### src/rtl/array_feed_ctrl.sv
// Read-address sequencer that feeds A/B operand buffers into a systolic array, tile by tile.
// Optional macro FEED_SKEW_EN staggers row/column valids and lengthens DRAIN to cover the skew.
module array_feed_ctrl #(
   parameter int BUFFER_ADDRESS_WIDTH = 10,
   parameter int ARRAY_HEIGHT         = 4,
   parameter int ARRAY_WIDTH          = 4
) (
   input  logic                            clk,
   input  logic                            reset_n,
   input  logic                            start_i,
   input  logic                            array_start,
   input  logic [15:0]                     m,
   input  logic [15:0]                     n,
   input  logic [15:0]                     p,
   input  logic [15:0]                     a_wr_count,
   input  logic [15:0]                     b_wr_count,
   output logic                            a_rd_en,
   output logic                            b_rd_en,
   output logic [BUFFER_ADDRESS_WIDTH-1:0] a_rd_addr,
   output logic [BUFFER_ADDRESS_WIDTH-1:0] b_rd_addr,
   output logic                            feed_valid,
   output logic [ARRAY_HEIGHT-1:0]         row_valid,
   output logic [ARRAY_WIDTH-1:0]          col_valid,
   output logic                            feed_last,
   output logic                            data_done,
   output logic                            busy
);

   typedef enum logic [1:0] {IDLE, FEED, DRAIN, DONE} state_e;

   localparam int SKEW_MAX = ((ARRAY_HEIGHT > ARRAY_WIDTH) ? ARRAY_HEIGHT : ARRAY_WIDTH) - 1;
`ifdef FEED_SKEW_EN
   localparam int DRAIN_LEN = ARRAY_HEIGHT + ARRAY_WIDTH - 1 + SKEW_MAX;
`else
   localparam int DRAIN_LEN = ARRAY_HEIGHT + ARRAY_WIDTH - 1;
`endif
   localparam int          DW         = $clog2(DRAIN_LEN + 1);
   localparam logic [DW-1:0] DRAIN_LAST = DW'(DRAIN_LEN - 1);
   localparam logic [31:0] H32        = 32'(ARRAY_HEIGHT);
   localparam logic [31:0] W32        = 32'(ARRAY_WIDTH);

   state_e         state_q, state_d;
   logic [15:0]    k_q, k_d;
   logic [31:0]    a_base_q, a_base_d, b_base_q, b_base_d;
   logic [31:0]    row_off_q, row_off_d, col_off_q, col_off_d;
   logic [DW-1:0]  drain_q, drain_d;
   logic           fv_q, fv_d, last_q, last_d;

   logic [31:0]    a_idx, b_idx;
   logic           can_rd, last_k, last_row, last_col, rd_en;

   // Tile offsets track rt*ARRAY_HEIGHT / ct*ARRAY_WIDTH so the last-tile test needs no divider.
   // NOTE: every signal written here gets a default first, so no latch can be inferred.
   always_comb begin
      state_d   = state_q;
      k_d       = k_q;
      a_base_d  = a_base_q;
      b_base_d  = b_base_q;
      row_off_d = row_off_q;
      col_off_d = col_off_q;
      drain_d   = drain_q;
      fv_d      = 1'b0;
      last_d    = 1'b0;
      rd_en     = 1'b0;
      a_idx     = a_base_q + 32'(k_q);
      b_idx     = b_base_q + 32'(k_q);
      can_rd    = (a_idx < 32'(a_wr_count)) && (b_idx < 32'(b_wr_count));
      last_k    = (k_q == n - 16'd1);
      last_row  = (row_off_q + H32) >= 32'(m);
      last_col  = (col_off_q + W32) >= 32'(p);

      unique case (state_q)
         IDLE: begin
            if (array_start) begin
               if (m == 16'd0 || n == 16'd0 || p == 16'd0) state_d = DONE;
               else                                        state_d = FEED;
            end
         end
         FEED: begin
            if (can_rd) begin
               rd_en  = 1'b1;
               fv_d   = 1'b1;
               last_d = last_k;
               if (last_k) begin
                  k_d     = '0;
                  drain_d = '0;
                  state_d = DRAIN;
               end else begin
                  k_d = k_q + 16'd1;
               end
            end
         end
         DRAIN: begin
            if (drain_q == DRAIN_LAST) begin
               drain_d = '0;
               if (last_col) begin
                  col_off_d = '0;
                  b_base_d  = '0;
                  if (last_row) begin
                     row_off_d = '0;
                     a_base_d  = '0;
                     state_d   = DONE;
                  end else begin
                     row_off_d = row_off_q + H32;
                     a_base_d  = a_base_q + 32'(n);
                     state_d   = FEED;
                  end
               end else begin
                  col_off_d = col_off_q + W32;
                  b_base_d  = b_base_q + 32'(n);
                  state_d   = FEED;
               end
            end else begin
               drain_d = drain_q + 1'b1;
            end
         end
         DONE:    state_d = IDLE;
         default: state_d = IDLE;
      endcase

      if (start_i) begin
         state_d   = IDLE;
         k_d       = '0;
         a_base_d  = '0;
         b_base_d  = '0;
         row_off_d = '0;
         col_off_d = '0;
         drain_d   = '0;
         fv_d      = 1'b0;
         last_d    = 1'b0;
      end
   end

   // NOTE: sequential state uses non-blocking assignments only, so every flop samples pre-edge values.
   always_ff @(posedge clk or negedge reset_n) begin
      if (!reset_n) begin
         state_q   <= IDLE;
         k_q       <= '0;
         a_base_q  <= '0;
         b_base_q  <= '0;
         row_off_q <= '0;
         col_off_q <= '0;
         drain_q   <= '0;
         fv_q      <= 1'b0;
         last_q    <= 1'b0;
      end else begin
         state_q   <= state_d;
         k_q       <= k_d;
         a_base_q  <= a_base_d;
         b_base_q  <= b_base_d;
         row_off_q <= row_off_d;
         col_off_q <= col_off_d;
         drain_q   <= drain_d;
         fv_q      <= fv_d;
         last_q    <= last_d;
      end
   end

   assign a_rd_en    = rd_en;
   assign b_rd_en    = rd_en;
   assign a_rd_addr  = a_idx[BUFFER_ADDRESS_WIDTH-1:0];
   assign b_rd_addr  = b_idx[BUFFER_ADDRESS_WIDTH-1:0];
   assign feed_valid = fv_q;
   assign feed_last  = last_q;
   assign data_done  = (state_q == DONE);
   assign busy       = (state_q != IDLE);

`ifdef FEED_SKEW_EN
   localparam int SKEW_W = (SKEW_MAX > 0) ? SKEW_MAX : 1;

   logic [SKEW_W-1:0] skew_q, skew_d;
   logic [SKEW_W:0]   taps;

   // skew_q[i] holds feed_valid delayed by i+1 cycles.
   always_comb begin
      skew_d[0] = fv_q;
      for (int i = 1; i < SKEW_W; i++) skew_d[i] = skew_q[i-1];
      if (start_i) skew_d = '0;
   end

   always_ff @(posedge clk or negedge reset_n) begin
      if (!reset_n) skew_q <= '0;
      else          skew_q <= skew_d;
   end

   assign taps = {skew_q, fv_q};

   for (genvar gi = 0; gi < ARRAY_HEIGHT; gi++) begin : g_row
      assign row_valid[gi] = taps[gi];
   end
   for (genvar gj = 0; gj < ARRAY_WIDTH; gj++) begin : g_col
      assign col_valid[gj] = taps[gj];
   end
`else
   assign row_valid = {ARRAY_HEIGHT{fv_q}};
   assign col_valid = {ARRAY_WIDTH{fv_q}};
`endif

endmodule
### config.mk
export PLATFORM = sky130hd
export DESIGN_NAME = array_feed_ctrl
export DESIGN_NICKNAME = d
export VERILOG_FILES = /design/src/rtl/array_feed_ctrl.sv
export SDC_FILE = /design/constraint.sdc
export NUM_CORES = 1
export LEC_CHECK = 0
export ABC_AREA = 1
export CAP_MARGIN = 20
export CORE_UTILIZATION = 35
export CTS_CLUSTER_SIZE = 25
export DETAILED_ROUTE_END_ITERATION = 8
export HOLD_SLACK_MARGIN = 0.06
export MAX_ROUTING_LAYER = met4
export PLACE_DENSITY = 0.54
export SLEW_MARGIN = 20
export SYNTH_ARGS = -nofsm -noshare
export SYNTH_HDL_FRONTEND = slang
export SYNTH_SLANG_ARGS = --single-unit
export TNS_END_PERCENT = 10
### constraint.sdc
create_clock -name clk -period 3.8 [get_ports clk]
set_input_delay 0.76 -clock clk [delete_from_list [all_inputs] [get_ports clk]]
set_output_delay 0.76 -clock clk [all_outputs]
set_load 0.02 [all_outputs]
==> impl_metrics.tcl <==
set metrics [dict create \
    status "finished, violations left" \
    violations "negative setup slack" \
    fin_skew_ns 0.01761 \
    arrival_ns 3.78 \
    power_density_mw_per_mm2 401.6 \
    final_common_cell "nand2_1" \
    finalCritPeriodShare 1.195 \
    relSlewSlack 0.4712 \
    cts_buffers 17 \
    die_height_um 208.7 \
    io_pins 118 \
    vdd_drop_max_mv 0.3267 \
    vias 16570 \
    totalWireLength_um 55530 \
    path_clk_slew_ns 0.07 \
    grt_pass1_wl_um 87350 \
    clock_path_buffers 2 \
    nNetsFinal 3008 \
    rsz0062_at_grt "yes" \
    period_minus_slack_ns 4.541 \
    synth_cell_types 46 \
    dp_cells 3288 \
    worstPathMaxFanout 4 \
    hp-class "input pin to asynchronous set/reset pin" \
    maxCapViolations 0 \
    drc_errors 0 \
    hold_violations 0 \
    syn-instance-count 2366 \
    dieArea_mm2 0.04355 \
    start_util 0.3557 \
    port_buffers 117 \
    area_growth_pct 37.62 \
    critPathKind "flop to output pin" \
    worstPathCellList "buf_12 -> ha_4 -> nand2_2 -> nand2_2 -> nand2_1 -> nand2_2 -> inv_2 -> nand2_4 -> buf_4 -> xor2_2 -> ha_1 -> a21oi_1 -> o31a_1 -> a21oi_1 -> buf_4 -> a21oi_1 -> nand4_1 -> nor2_4 -> nand3_4 -> clkinv_4 -> buf_6" \
    drt_first_pass_iters 8 \
    first_global_vias 16200 \
    die_w_um 208.7 \
    p_sw_frac 0.4155 \
    cpMaxStageDelayCell "dfrtp_2" \
    ff2ff_path_depth 30 \
    final_util 0.4894 \
    cp-start-kind "flop" \
    ys_ff_latch 147 \
    leakagePower_nw 10.28 \
    row_count 75 \
    maxSlewViolCount 0 \
    setup_viol 25 \
    netlist_area_mm2 0.01495 \
    antenna_found_initial 2 \
    path_delay_family "simple AND/OR/NAND/NOR gates" \
    final_cells 3347 \
    power.share.clock 0.216 \
    gp_congestion 0.9578 \
    p_switching_w 0.003433 \
    slowest_delay_ns 0.44 \
    clock-root-buffer "clkbuf_16" \
    avgSynthCellArea_um2 6.319 \
    clk_latency_ns 0.51 \
    numClockSinks 147 \
    tightest_slew_ns 0.7932 \
    startpoint "k_q[4]" \
    cts_tree "built" \
    crit_required_ns 3.04 \
    ys_warn_count 0 \
    pwr-share-seq 0.240 \
    track_usage 0.2687 \
    crit_cells 21 \
    synth_nets 2581 \
    p_int_w 0.004831 \
    vias_per_cell 4.951 \
    dpl.hpwl_um 45760 \
    core_mm2 0.04204 \
    grt_max_degree 72 \
    ys_seq_area_frac 0.2460 \
    htreeDepth 4 \
    nFillCells 4325 \
    timing.fmax_mhz 220.2 \
    mostFrequentLayoutCells "nand2_1 (669), inv_1 (352), buf_4 (328), nor2_1 (259), nand3_1 (159)" \
    wl_per_cell_um 16.59 \
    crit_buf_inv 6 \
    drive_gt1_frac 0.1932 \
    overflow 0 \
    ant_nets 0 \
    end_kind "output pin" \
    comb_power_share 0.543 \
    worst_slack_ns -0.7414 \
    timing.rr.start "k_q[4]" \
    drtIter0Drc 1107 \
]
worst reg2reg max path, delay by kind of cell, from the launching register on:
family                     cells  cell delay [ns]
and+or+nand+nor               10             1.12
DFF                            1             0.44
xor gates and xnor gates       1             0.20
adders and majority gates      2             0.57
buffers and inverters         13             1.29
AOI/OAI and AO/OA              4             0.63
power by group through the flow:
stage | Sequential, W | Clock (W) | Combinational [W]
CTS | 0.00196 | 0.00185 | 0.00427
global placement | 0.00199 | 0 | 0.00400
floorplan | 0.00192 | 0 | 0.00223
detailed placement | 0.00199 | 0 | 0.00401
finish | 0.00199 | 0.00179 | 0.00449
global route | 0.00200 | 0.00190 | 0.00490
stage by stage:
stage	hold slack [ns]	cell area [um2]	total power [W]	worst slack, ns	setup TNS [ns]
2_1_floorplan	0.4586	15210	0.004148	-0.05919	-0.05919
3_3_place_gp	0.4787	19190	0.005989	-0.9612	-4.958
3_5_place_dp	0.4932	19190	0.006002	-0.8594	-2.882
4_1_cts	0.3024	20000	0.008089	-0.8108	-11.38
5_1_grt	0.3396	20580	0.008797	-0.9143	-16.68
6_report	0.2864	20580	0.008264	-0.7414	-11.96
cell usage after synthesis, drive strengths merged:
master,number,share of area
o31ai,3,0.0015
o211ai,3,0.0015
and3,4,0.0017
o221ai,1,0.00059
a21boi,1,0.00050
buf,30,0.012
o22ai,6,0.0025
ha,127,0.11
nand4,50,0.021
o21ai,119,0.040
a21o,2,0.0010
nand3,171,0.058
a31oi,7,0.0029
or2,10,0.0042
and2,5,0.0021
xnor2,40,0.023
o21bai,6,0.0030
o21a,4,0.0020
nor3,24,0.0087
o31a,1,0.00059
nand2,709,0.18
fa,4,0.0054
nor2,284,0.073
dfrtp,147,0.25
nor3b,2,0.0013
a21oi,95,0.032
nand3b,16,0.0080
clkbuf,12,0.0030
nor4,13,0.0054
a211oi,2,0.0010
clkinv,1,0.00025
xor2,103,0.060
inv,364,0.091
registers in the layout (all words and copies together) (netlist names):
signal / count
state_q: 2
drain_q: 3
feed_valid: 1
row_off_q: 30
col_off_q: 30
feed_last: 1
k_q: 16
b_base_q: 32
a_base_q: 32
worst paths after layout:
check                                end  slack (ns)
min in group clk              drain_q[2]        0.51
setup / recovery                 b_rd_en       -0.74
hold / removal              a_base_q[15]        0.29
setup reg to reg               feed_last       -0.53
max in group asynchronous  row_off_q[31]        2.68
hold reg to reg               drain_q[2]        0.51
cells by family after synthesis:
| family | Yosys count | synth area share |
|---|---|---|
| compound gates | 250 | 0.08929 |
| xor+xnor | 143 | 0.08377 |
| fa+ha+maj | 131 | 0.1116 |
| buf+inv | 407 | 0.1070 |
| flops | 147 | 0.2460 |
| simple gates | 1288 | 0.3623 |
per-layer routing:
layer  vias up  track usage  wire length, um
li1       8374            -                -
met4         0      0.09812             1585
met5         -            -                0
met1      7748       0.3598            26750
met2       372       0.4099            24710
met3        77      0.03968             2480
area by class of cell:
cell class                      count  area (um2)  share of cell area
Sequential cell                   147        3697              0.1797
Clock buffer                       18       439.2             0.02134
Timing Repair Buffer              450        3749              0.1822
Clock inverter                     14       151.4            0.007358
Multi-Input combinational cell   1812       10480              0.5091
Tap cell                          539       674.4             0.03278
Antenna cell                        2       5.005           0.0002432
Inverter                          365        1385             0.06732
timing repair:
| action | in CTS | in global routing |
|---|---|---|
| buffers inserted | 10 | 15 |
| pin swaps | 17 | 50 |
| hold buffers | 0 | 0 |
| gates resized for setup | 50 | 101 |
| endpoints found under the setup margin | 27 | 89 |
Note: power is estimated with default switching activity, not from simulation.
